==> config.mk <==
export PLATFORM = sky130hd
export DESIGN_NAME = l2_port_arbiter_flat
export DESIGN_NICKNAME = d
export VERILOG_FILES = /design/src/rtl/l2_port_arbiter_pkg.sv /design/src/rtl/l2_port_arbiter_if.sv /design/src/rtl/l2_port_arbiter_rr_pick2.sv /design/src/rtl/l2_port_arbiter.sv /design/src/flat_wrapper.sv
export SDC_FILE = /design/constraint.sdc
export NUM_CORES = 1
export LEC_CHECK = 0
export ABC_AREA = 1
export CAP_MARGIN = 20
export CORE_AREA = 2 2 323 325
export CTS_CLUSTER_DIAMETER = 150
export DETAILED_ROUTE_END_ITERATION = 16
export DIE_AREA = 0 0 325 327
export PLACE_DENSITY_LB_ADDON = 0.15
export RECOVER_POWER = 50
export REMOVE_ABC_BUFFERS = 1
export SYNTH_ARGS = -nofsm -noshare
export SYNTH_HDL_FRONTEND = slang
export SYNTH_HIERARCHICAL = 1
export SYNTH_SLANG_ARGS = --single-unit
export TNS_END_PERCENT = 10
==> constraint.sdc <==
create_clock -name clk -period 1.4 [get_ports clk]
set_input_delay 0.21 -clock clk [delete_from_list [all_inputs] [get_ports clk]]
set_output_delay 0.21 -clock clk [all_outputs]
set_load 0.1 [all_outputs]
==> src/rtl/l2_port_arbiter_pkg.sv <==
// Shared types and default widths for the L2 port arbiter.
package l2_arb_pkg;

    localparam int ARB_ADDR_W = 16;
    localparam int ARB_LINE_W = 128;

    typedef enum logic [1:0] {IDLE, BUSY, RESP} arb_state_t;
    typedef enum logic {INST, DATA} owner_t;
    typedef enum logic {CMD_RD, CMD_WR} cmd_t;

    // A requester holding both read and write gets its write served first.
    function automatic cmd_t pick_cmd(input logic rd, input logic wr);
        return (wr || !rd) ? CMD_WR : CMD_RD;
    endfunction

endpackage

==> src/rtl/l2_port_arbiter_if.sv <==
// L1 icache/dcache request buses and the L2 command bus seen by the arbiter.
interface l2_port_arbiter_if
    import l2_arb_pkg::*;
#(
    parameter int ADDR_W = ARB_ADDR_W,
    parameter int LINE_W = ARB_LINE_W
);
    logic              i_mem_read;
    logic              i_mem_write;
    logic [ADDR_W-1:0] i_addr;
    logic [LINE_W-1:0] i_wdata;
    logic [LINE_W-1:0] i_rdata;
    logic              i_resp;

    logic              d_mem_read;
    logic              d_mem_write;
    logic [ADDR_W-1:0] d_addr;
    logic [LINE_W-1:0] d_wdata;
    logic [LINE_W-1:0] d_rdata;
    logic              d_resp;

    logic              L2_read;
    logic              L2_write;
    logic [ADDR_W-1:0] L2_addr;
    logic [LINE_W-1:0] L2_wdata;
    logic [LINE_W-1:0] L2_rdata;
    logic              L2_resp;

    modport slave (
        input  i_mem_read, i_mem_write, i_addr, i_wdata,
        output i_rdata, i_resp,
        input  d_mem_read, d_mem_write, d_addr, d_wdata,
        output d_rdata, d_resp,
        output L2_read, L2_write, L2_addr, L2_wdata,
        input  L2_rdata, L2_resp
    );

    modport master (
        output i_mem_read, i_mem_write, i_addr, i_wdata,
        input  i_rdata, i_resp,
        output d_mem_read, d_mem_write, d_addr, d_wdata,
        input  d_rdata, d_resp,
        input  L2_read, L2_write, L2_addr, L2_wdata,
        output L2_rdata, L2_resp
    );

endinterface

==> src/rtl/l2_port_arbiter_rr_pick2.sv <==
// Two-way round-robin pick: a lone requester wins, a tie goes to the one not granted last.
module arb_rr_pick2
    import l2_arb_pkg::*;
(
    input  logic   req_i,
    input  logic   req_d,
    input  owner_t last_grant,
    output logic   grant_valid,
    output owner_t grant_owner
);

    always_comb begin
        grant_valid = req_i | req_d;
        grant_owner = INST;
        if (req_i && req_d) begin
            grant_owner = (last_grant == INST) ? DATA : INST;
        end else if (req_d) begin
            grant_owner = DATA;
        end
    end

endmodule

==> src/rtl/l2_port_arbiter.sv <==
// Shares one L2 port between icache and dcache; latches the granted command and
// holds it until L2 responds, then pulses the owner's resp for one cycle.
module l2_port_arbiter
    import l2_arb_pkg::*;
#(
    parameter int ADDR_W = ARB_ADDR_W,
    parameter int LINE_W = ARB_LINE_W
)(
    input  logic clk,
    input  logic reset_n,
    l2_port_arbiter_if.slave bus
);

    logic              w_req_i;
    logic              w_req_d;
    logic              w_grant_valid;
    owner_t            w_grant_owner;
    cmd_t              w_sel_cmd;
    logic [ADDR_W-1:0] w_sel_addr;
    logic [LINE_W-1:0] w_sel_wdata;

    arb_state_t        r_state;
    owner_t            r_last_grant;
    owner_t            r_owner;
    cmd_t              r_cmd;
    logic [ADDR_W-1:0] r_addr;
    logic [LINE_W-1:0] r_wdata;
    logic              r_l2_read;
    logic              r_l2_write;
    logic              r_i_resp;
    logic              r_d_resp;
    logic [LINE_W-1:0] r_i_rdata_q;
    logic [LINE_W-1:0] r_d_rdata_q;

    assign w_req_i = bus.i_mem_read | bus.i_mem_write;
    assign w_req_d = bus.d_mem_read | bus.d_mem_write;

    arb_rr_pick2 u_pick (
        .req_i       (w_req_i),
        .req_d       (w_req_d),
        .last_grant  (r_last_grant),
        .grant_valid (w_grant_valid),
        .grant_owner (w_grant_owner)
    );

    always_comb begin
        if (w_grant_owner == DATA) begin
            w_sel_cmd   = pick_cmd(bus.d_mem_read, bus.d_mem_write);
            w_sel_addr  = bus.d_addr;
            w_sel_wdata = bus.d_wdata;
        end else begin
            w_sel_cmd   = pick_cmd(bus.i_mem_read, bus.i_mem_write);
            w_sel_addr  = bus.i_addr;
            w_sel_wdata = bus.i_wdata;
        end
    end

    // Every output is a register so L2 and both L1s see glitch-free, stable values.
    always_ff @(posedge clk or negedge reset_n) begin
        if (!reset_n) begin
            r_state      <= IDLE;
            r_last_grant <= INST;
            r_owner      <= INST;
            r_cmd        <= CMD_RD;
            r_addr       <= '0;
            r_wdata      <= '0;
            r_l2_read    <= 1'b0;
            r_l2_write   <= 1'b0;
            r_i_resp     <= 1'b0;
            r_d_resp     <= 1'b0;
            r_i_rdata_q  <= '0;
            r_d_rdata_q  <= '0;
        end else begin
            r_i_resp <= 1'b0;
            r_d_resp <= 1'b0;
            case (r_state)
                IDLE: begin
                    if (w_grant_valid) begin
                        r_owner      <= w_grant_owner;
                        r_last_grant <= w_grant_owner;
                        r_cmd        <= w_sel_cmd;
                        r_addr       <= w_sel_addr;
                        r_wdata      <= w_sel_wdata;
                        r_l2_read    <= (w_sel_cmd == CMD_RD);
                        r_l2_write   <= (w_sel_cmd == CMD_WR);
                        r_state      <= BUSY;
                    end
                end
                BUSY: begin
                    if (bus.L2_resp) begin
                        r_l2_read  <= 1'b0;
                        r_l2_write <= 1'b0;
                        if (r_owner == INST) begin
                            r_i_resp <= 1'b1;
                            if (r_cmd == CMD_RD) r_i_rdata_q <= bus.L2_rdata;
                        end else begin
                            r_d_resp <= 1'b1;
                            if (r_cmd == CMD_RD) r_d_rdata_q <= bus.L2_rdata;
                        end
                        r_state <= RESP;
                    end
                end
                RESP: begin
                    // Mandatory IDLE afterwards lets the owner drop its request before re-arbitration.
                    r_state <= IDLE;
                end
                default: begin
                    r_state <= IDLE;
                end
            endcase
        end
    end

    assign bus.L2_read  = r_l2_read;
    assign bus.L2_write = r_l2_write;
    assign bus.L2_addr  = r_addr;
    assign bus.L2_wdata = r_wdata;
    assign bus.i_resp   = r_i_resp;
    assign bus.d_resp   = r_d_resp;
    assign bus.i_rdata  = r_i_rdata_q;
    assign bus.d_rdata  = r_d_rdata_q;

endmodule

==> src/flat_wrapper.sv <==
// flat-port wrapper written by rule: the top's interface ports become plain ports
module l2_port_arbiter_flat import l2_arb_pkg::*;
#(
    parameter int ADDR_W = ARB_ADDR_W,
    parameter int LINE_W = ARB_LINE_W
)
  (clk, reset_n, bus_i_mem_read, bus_i_mem_write, bus_i_addr, bus_i_wdata, bus_i_rdata, bus_i_resp, bus_d_mem_read, bus_d_mem_write, bus_d_addr, bus_d_wdata, bus_d_rdata, bus_d_resp, bus_L2_read, bus_L2_write, bus_L2_addr, bus_L2_wdata, bus_L2_rdata, bus_L2_resp);
  l2_port_arbiter_if #(.ADDR_W(ADDR_W), .LINE_W(LINE_W)) bus_i ();
  input  logic clk;
  input  logic reset_n;
  input wire logic [$bits(bus_i.i_mem_read)-1:0] bus_i_mem_read;
  input wire logic [$bits(bus_i.i_mem_write)-1:0] bus_i_mem_write;
  input wire logic [$bits(bus_i.i_addr)-1:0] bus_i_addr;
  input wire logic [$bits(bus_i.i_wdata)-1:0] bus_i_wdata;
  output wire logic [$bits(bus_i.i_rdata)-1:0] bus_i_rdata;
  output wire logic [$bits(bus_i.i_resp)-1:0] bus_i_resp;
  input wire logic [$bits(bus_i.d_mem_read)-1:0] bus_d_mem_read;
  input wire logic [$bits(bus_i.d_mem_write)-1:0] bus_d_mem_write;
  input wire logic [$bits(bus_i.d_addr)-1:0] bus_d_addr;
  input wire logic [$bits(bus_i.d_wdata)-1:0] bus_d_wdata;
  output wire logic [$bits(bus_i.d_rdata)-1:0] bus_d_rdata;
  output wire logic [$bits(bus_i.d_resp)-1:0] bus_d_resp;
  output wire logic [$bits(bus_i.L2_read)-1:0] bus_L2_read;
  output wire logic [$bits(bus_i.L2_write)-1:0] bus_L2_write;
  output wire logic [$bits(bus_i.L2_addr)-1:0] bus_L2_addr;
  output wire logic [$bits(bus_i.L2_wdata)-1:0] bus_L2_wdata;
  input wire logic [$bits(bus_i.L2_rdata)-1:0] bus_L2_rdata;
  input wire logic [$bits(bus_i.L2_resp)-1:0] bus_L2_resp;
  assign bus_i.i_mem_read = bus_i_mem_read;
  assign bus_i.i_mem_write = bus_i_mem_write;
  assign bus_i.i_addr = bus_i_addr;
  assign bus_i.i_wdata = bus_i_wdata;
  assign bus_i_rdata = bus_i.i_rdata;
  assign bus_i_resp = bus_i.i_resp;
  assign bus_i.d_mem_read = bus_d_mem_read;
  assign bus_i.d_mem_write = bus_d_mem_write;
  assign bus_i.d_addr = bus_d_addr;
  assign bus_i.d_wdata = bus_d_wdata;
  assign bus_d_rdata = bus_i.d_rdata;
  assign bus_d_resp = bus_i.d_resp;
  assign bus_L2_read = bus_i.L2_read;
  assign bus_L2_write = bus_i.L2_write;
  assign bus_L2_addr = bus_i.L2_addr;
  assign bus_L2_wdata = bus_i.L2_wdata;
  assign bus_i.L2_rdata = bus_L2_rdata;
  assign bus_i.L2_resp = bus_L2_resp;
  l2_port_arbiter #(.ADDR_W(ADDR_W), .LINE_W(LINE_W)) u_core (.clk(clk), .reset_n(reset_n), .bus(bus_i));
endmodule
# Yosys cells after proc, flatten, opt, wreduce, memory -nomap -nowiden

Cells that the tools add are included.

Eq/ne operators: 3
Multiplexer cells: 21
Bitwise gates (word level): 6
Reductions and logical operators: 12

Operators by type and width:

| kind                                                 | count |
|---|---|
| two-way mux 128 bit                                  | 1 |
| two-way mux 16 bit                                   | 1 |
| two-way mux 1 bit                                    | 14 |
| AND reduction 4 bit                                  | 2 |
| two-way mux 2 bit                                    | 2 |
| != test 2 bit (second input constant)                | 2 |
| one-hot mux 1 bit (2 select lines)                   | 2 |
| one-hot mux 2 bit (2 select lines)                   | 1 |
| AND reduction 2 bit                                  | 2 |
| NOT 1 bit                                            | 3 |
| OR 1 bit                                             | 3 |
| AND reduction 3 bit                                  | 1 |
| equality test 2 x 1 -> 1 bit (second input constant) | 1 |
| zero test 1 bit                                      | 2 |
| zero test 2 bit                                      | 1 |
| logical OR 1 bit                                     | 2 |
| nonzero test 2 bit                                   | 1 |
| logical AND 1 bit                                    | 1 |

Register bits after elaboration: 408
Input port bits: 423
Output and inout port bits: 404

# Longest topological paths before layout

Depth after elaboration: 7
Gate-level depth with buffers: 10
Depth with buffers taken out: 8

# Hierarchy

Netlist, hierarchy kept.

Modules (own cells, without submodules):

| module          | instances | cells each | area an instance (sq um) | seq. area each (sq um) |
|---|---|---|---|---|
| l2_port_arbiter | 1         | 2212       | 17494.3                  | 10209.8 |
| arb_rr_pick2    | 1         | 3          | 15.0                     | 0.0 |

# Least setup slack after synthesis

OpenSTA, ideal clock, no wires.

Path type: in2reg
Start point: in bus_i_mem_write
End point: reg u_core.r_wdata[100] (netlist: u_core/bus.L2_wdata[100])
Setup time: 68 ps
Arrival time: 1410 ps
Required time: 1332 ps
Slack: -77 ps
Stages: 8
Buffers on the path: 2
Path through: or2_2 > a21oi_1 > buf_2 > clkbuf_1 > nand2_1 > nand2_1 > nand2_1 > nand2_1

Word-level cells in the longest chain between the ends: 4
Elaborated cells between the ends (all ways): 6
Classes of those cells: 2 x mux; 2 x bitwise; 2 x reduce/logical

Ends and longest elaborated chain:

| item                           | RTL line                       | source |
|---|---|---|
| from (decl)                    | flat_wrapper.sv:12             | `input wire logic [$bits(bus_i.i_mem_write)-1:0] bus_i_mem_write;` |
| OR 1 bit                       | l2_port_arbiter.sv:35          | `assign w_req_i = bus.i_mem_read \| bus.i_mem_write;` |
| logical AND 1 bit              | l2_port_arbiter_rr_pick2.sv:15 | `if (req_i && req_d) begin` |
| two-way mux 1 bit              | l2_port_arbiter_rr_pick2.sv:15 |  |
| named net u_core.w_grant_owner | l2_port_arbiter.sv:17          | `owner_t w_grant_owner;` |
| two-way mux 128 bit            | l2_port_arbiter.sv:47          | `if (w_grant_owner == DATA) begin` |
| to (signal assigned)           | l2_port_arbiter.sv:83          | `r_wdata <= w_sel_wdata;` |
| to (decl)                      | l2_port_arbiter.sv:27          | `logic [LINE_W-1:0] r_wdata;` |

The timed path passes the listed nets, and every way through them passes these cells.
A chain may end at the register's enable or synchronous reset.

==> out/qor.yml <==
synth:
  syn_inst: 2215
  synth_top_area_cell: "dfrtp_1"
  synth.avg_cell_area_um2: 7.90
  ys_ff_latch: 408
  ys.flop_type: "dfrtp_1"
  yosysWarningCount: 6
  synth_area_um2: 17500
  synth.most_common_cell: "nand2_1"
  async_flop_share_pct: 100
  yosysUniqueCellTypes: 15
  ys_top_cells_by_area: "dfrtp_1 58%, nand2_1 32%, nand3_1 3.9%"
  seq_area_frac_synth_pct: 58.3
  synth_edf_count: 0
  synth_top_cell_area_share_pct: 58.3
  ys_top_cells_by_count: "1,516 x nand2_1, 408 x dfrtp_1, 137 x nand3_1"
layout:
  areaGrowthSynthToFinish_pct: 104
  n_fill_cell: 10533
  nets: 3600
  multiInputGateArea_um2: 6850
  seqCellArea_um2: 10200
  drive_gt1_share_pct: 25.1
clock_network:
  cts-root-buf: "clkbuf_16"
  clock_latency_ns: 0.62
  clock-sinks: 408
  tritoncts: "done"
  cts_max_level: 2
  clock_path_buffers: 3
  numCtsBuffers: 53
  clk_pin_slew_worst_paths_ns: 0.06
place:
  io_buffers: 826
  place.gp.congestion: 0.797
  dp_hpwl_mm: 66.9
timing:
  final-setup-viol-count: 762
  relSlewSlack_pct: 39.6
  fin_crit_ns: 1.52
  hold_violations: 0
  tightest_slew_ns: 0.907
  slew_violations: 0
  rsz0062_at_grt: "yes"
  worst_slack_ns: -0.123
  post-route-period-util_pct: 109
  max_clock_freq_mhz: 657
  fin_tns_setup_ns: -28.62
  skew_ns: 0.0146
floorplan:
  die_area_um2: 106000
  core_area_um2: 103000
  start_util_pct: 17.0
  ios: 827
  dieWidth_um: 325
  fp-row-count: 118
  die_y_um: 327
setup_path:
  cp_data_required_time_ns: 1.96
  timing.rr.start: "u_core/r_owner"
  path_cells: "a21oi_4, buf_12, buf_12, buf_4, buf_12, nand2_1, nand2_2, nand2_1, nand2_1"
  crit_type: "reg2reg"
  reg2reg_depth: 9
  cp-endpoint: "u_core/bus.L2_wdata[84]"
  cp-end-kind: "flip-flop"
  rr_endpoint: "u_core/bus.L2_wdata[84]"
  cpPeakStageDelay_ns: 0.47
  cp_slowest_cell: "dfrtp_2"
  r2r_setup_slack_ns: -0.12
  critical_path.max_fanout: 7
  crit_start: "u_core/r_owner"
  worstPathArrival_ns: 2.08
  worst_setup_path_start_kind: "flip-flop"
min_path:
  hp-class: "in2reg"
drt:
  drc_errors: 0
  wl_per_cell_um: 19.2
  routed_wirelength_mm: 88.2
  vias: 17822
  via_per_inst: 3.88
  drt_pass1_iterations: 8
  drt_iter0_markers: 815
  drtAntennaViolNets: 0
global_route:
  grt_pass1_wl_mm: 127
  gr-total-overflow: 0
  track_usage_pct: 16.0
  antenna_found_initial: 26
  grt_pass1_vias: 18307
  grt_max_degree: 47
outcome:
  status: "finished with violations"
  violations: "setup timing"
job:
  drv_cap: 0
-- per-stage QoR --
| step | instances | util [%] | cell area [µm²] | setup slack [ns] | hold WS (ns) |
|---|---|---|---|---|---|
| floorplan | 2082 | - | 16700 | -7.90 | -0.0856 |
| global placement | 4458 | 32.0 | 32900 | -0.830 | 0.113 |
| detailed placement | 4458 | 32.0 | 32900 | -0.859 | 0.117 |
| CTS | 4580 | 34.3 | 35300 | -0.138 | 0.0746 |
| global route | 4597 | 34.8 | 35800 | -0.190 | 0.111 |
| finish | 4599 | 34.8 | 35800 | -0.123 | 0.155 |
-- area by class of cell --
class / count / area share, %
Antenna cell: 3 / 0.0210
Clock buffer: 85 / 4.49
Clock inverter: 9 / 0.220
Inverter: 8 / 0.126
Multi-Input combinational cell: 1666 / 19.1
Sequential cell: 408 / 28.5
Tap cell: 1380 / 4.82
Timing Repair Buffer: 1040 / 42.7
-- placed cells by master, fill, tap and decap left out, types with 4 or more instances in the layout --
cell,instances
dfrtp_2,7
clkbuf_16,62
nand3_1,127
buf_12,480
nor2_1,4
clkbuf_1,18
buf_16,5
nand2_4,15
nand3_4,4
clkbuf_2,5
nand3_2,6
buf_4,84
clkbuf_8,16
clkinv_2,4
buf_6,23
dfrtp_1,401
clkdlybuf4s50_1,420
nand2_2,73
nand2_1,1428
-- how the worst min path moves through the flow --
| stage | startpoint | to | slack, ns | cells past startpoint |
|---|---|---|---|---|
| detailed placement | reset_n | u_core/bus.i_rdata[107] | 0.12 | 1 |
| CTS | bus_L2_rdata[24] | u_core/bus.d_rdata[24] | 0.07 | 3 |
| global placement | reset_n | u_core/bus.i_rdata[107] | 0.11 | 1 |
| floorplan | reset_n | u_core/bus.L2_addr[0] | -0.09 | 0 |
| global route | bus_L2_rdata[60] | u_core/bus.d_rdata[60] | 0.11 | 3 |
| finish | bus_L2_rdata[102] | u_core/bus.d_rdata[102] | 0.15 | 3 |
-- state kept, by name, summed over array words and instances, names as in the netlist --
name and cells:
u_core/bus.L2_write 1, u_core/bus.L2_addr 16, u_core/bus.d_resp 1, u_core/r_owner 1
u_core/bus.i_resp 1, u_core/bus.L2_read 1, u_core/bus.L2_wdata 128, u_core/bus.d_rdata 128
u_core/bus.i_rdata 128, u_core/r_cmd 1, u_core/r_state 2
-- logic make-up after synthesis --
| group | Yosys count | synth area share (%) |
|---|---|---|
| and+or+nand+nor | 1663 | 36.7 |
| DFF | 408 | 58.3 |
| buffers and inverters | 141 | 4.93 |
| AOI/OAI and AO/OA | 3 | 0.0857 |
-- worst max-delay path: cells and delay by family (launching register included) --
family                 cells  cell delay, ns
buffers and inverters      4            0.55
flip-flops                 1            0.47
AND/OR/NAND/NOR            4            0.25
AO/OA/AOI/OAI              1            0.17
-- routing by layer --
| layer | track usage, % | share of wire (%) | wire length [µm] | vias to the layer above |
|---|---|---|---|---|
| li1 | - | - | - | 8686 |
| met1 | 18.7 | 40 | 35100 | 8348 |
| met2 | 26.8 | 48 | 42300 | 632 |
| met3 | 7.42 | 10 | 8880 | 124 |
| met4 | 3.30 | 1.9 | 1640 | 32 |
| met5 | 0 | 0.25 | 224 | - |
-- timing repair --
action | CTS | global route
pin swaps | 17 | 112
hold buffers | 3 | 0
endpoints found under the hold margin | 286 | 0
gates resized for setup | 57 | 112
endpoints found under the setup margin | 807 | 808
setup buffers | 18 | 12
cloned | 7 | 9
Power is not shown: default switching activity piles up to over one toggle a cycle in this logic, so the estimate is an artifact.
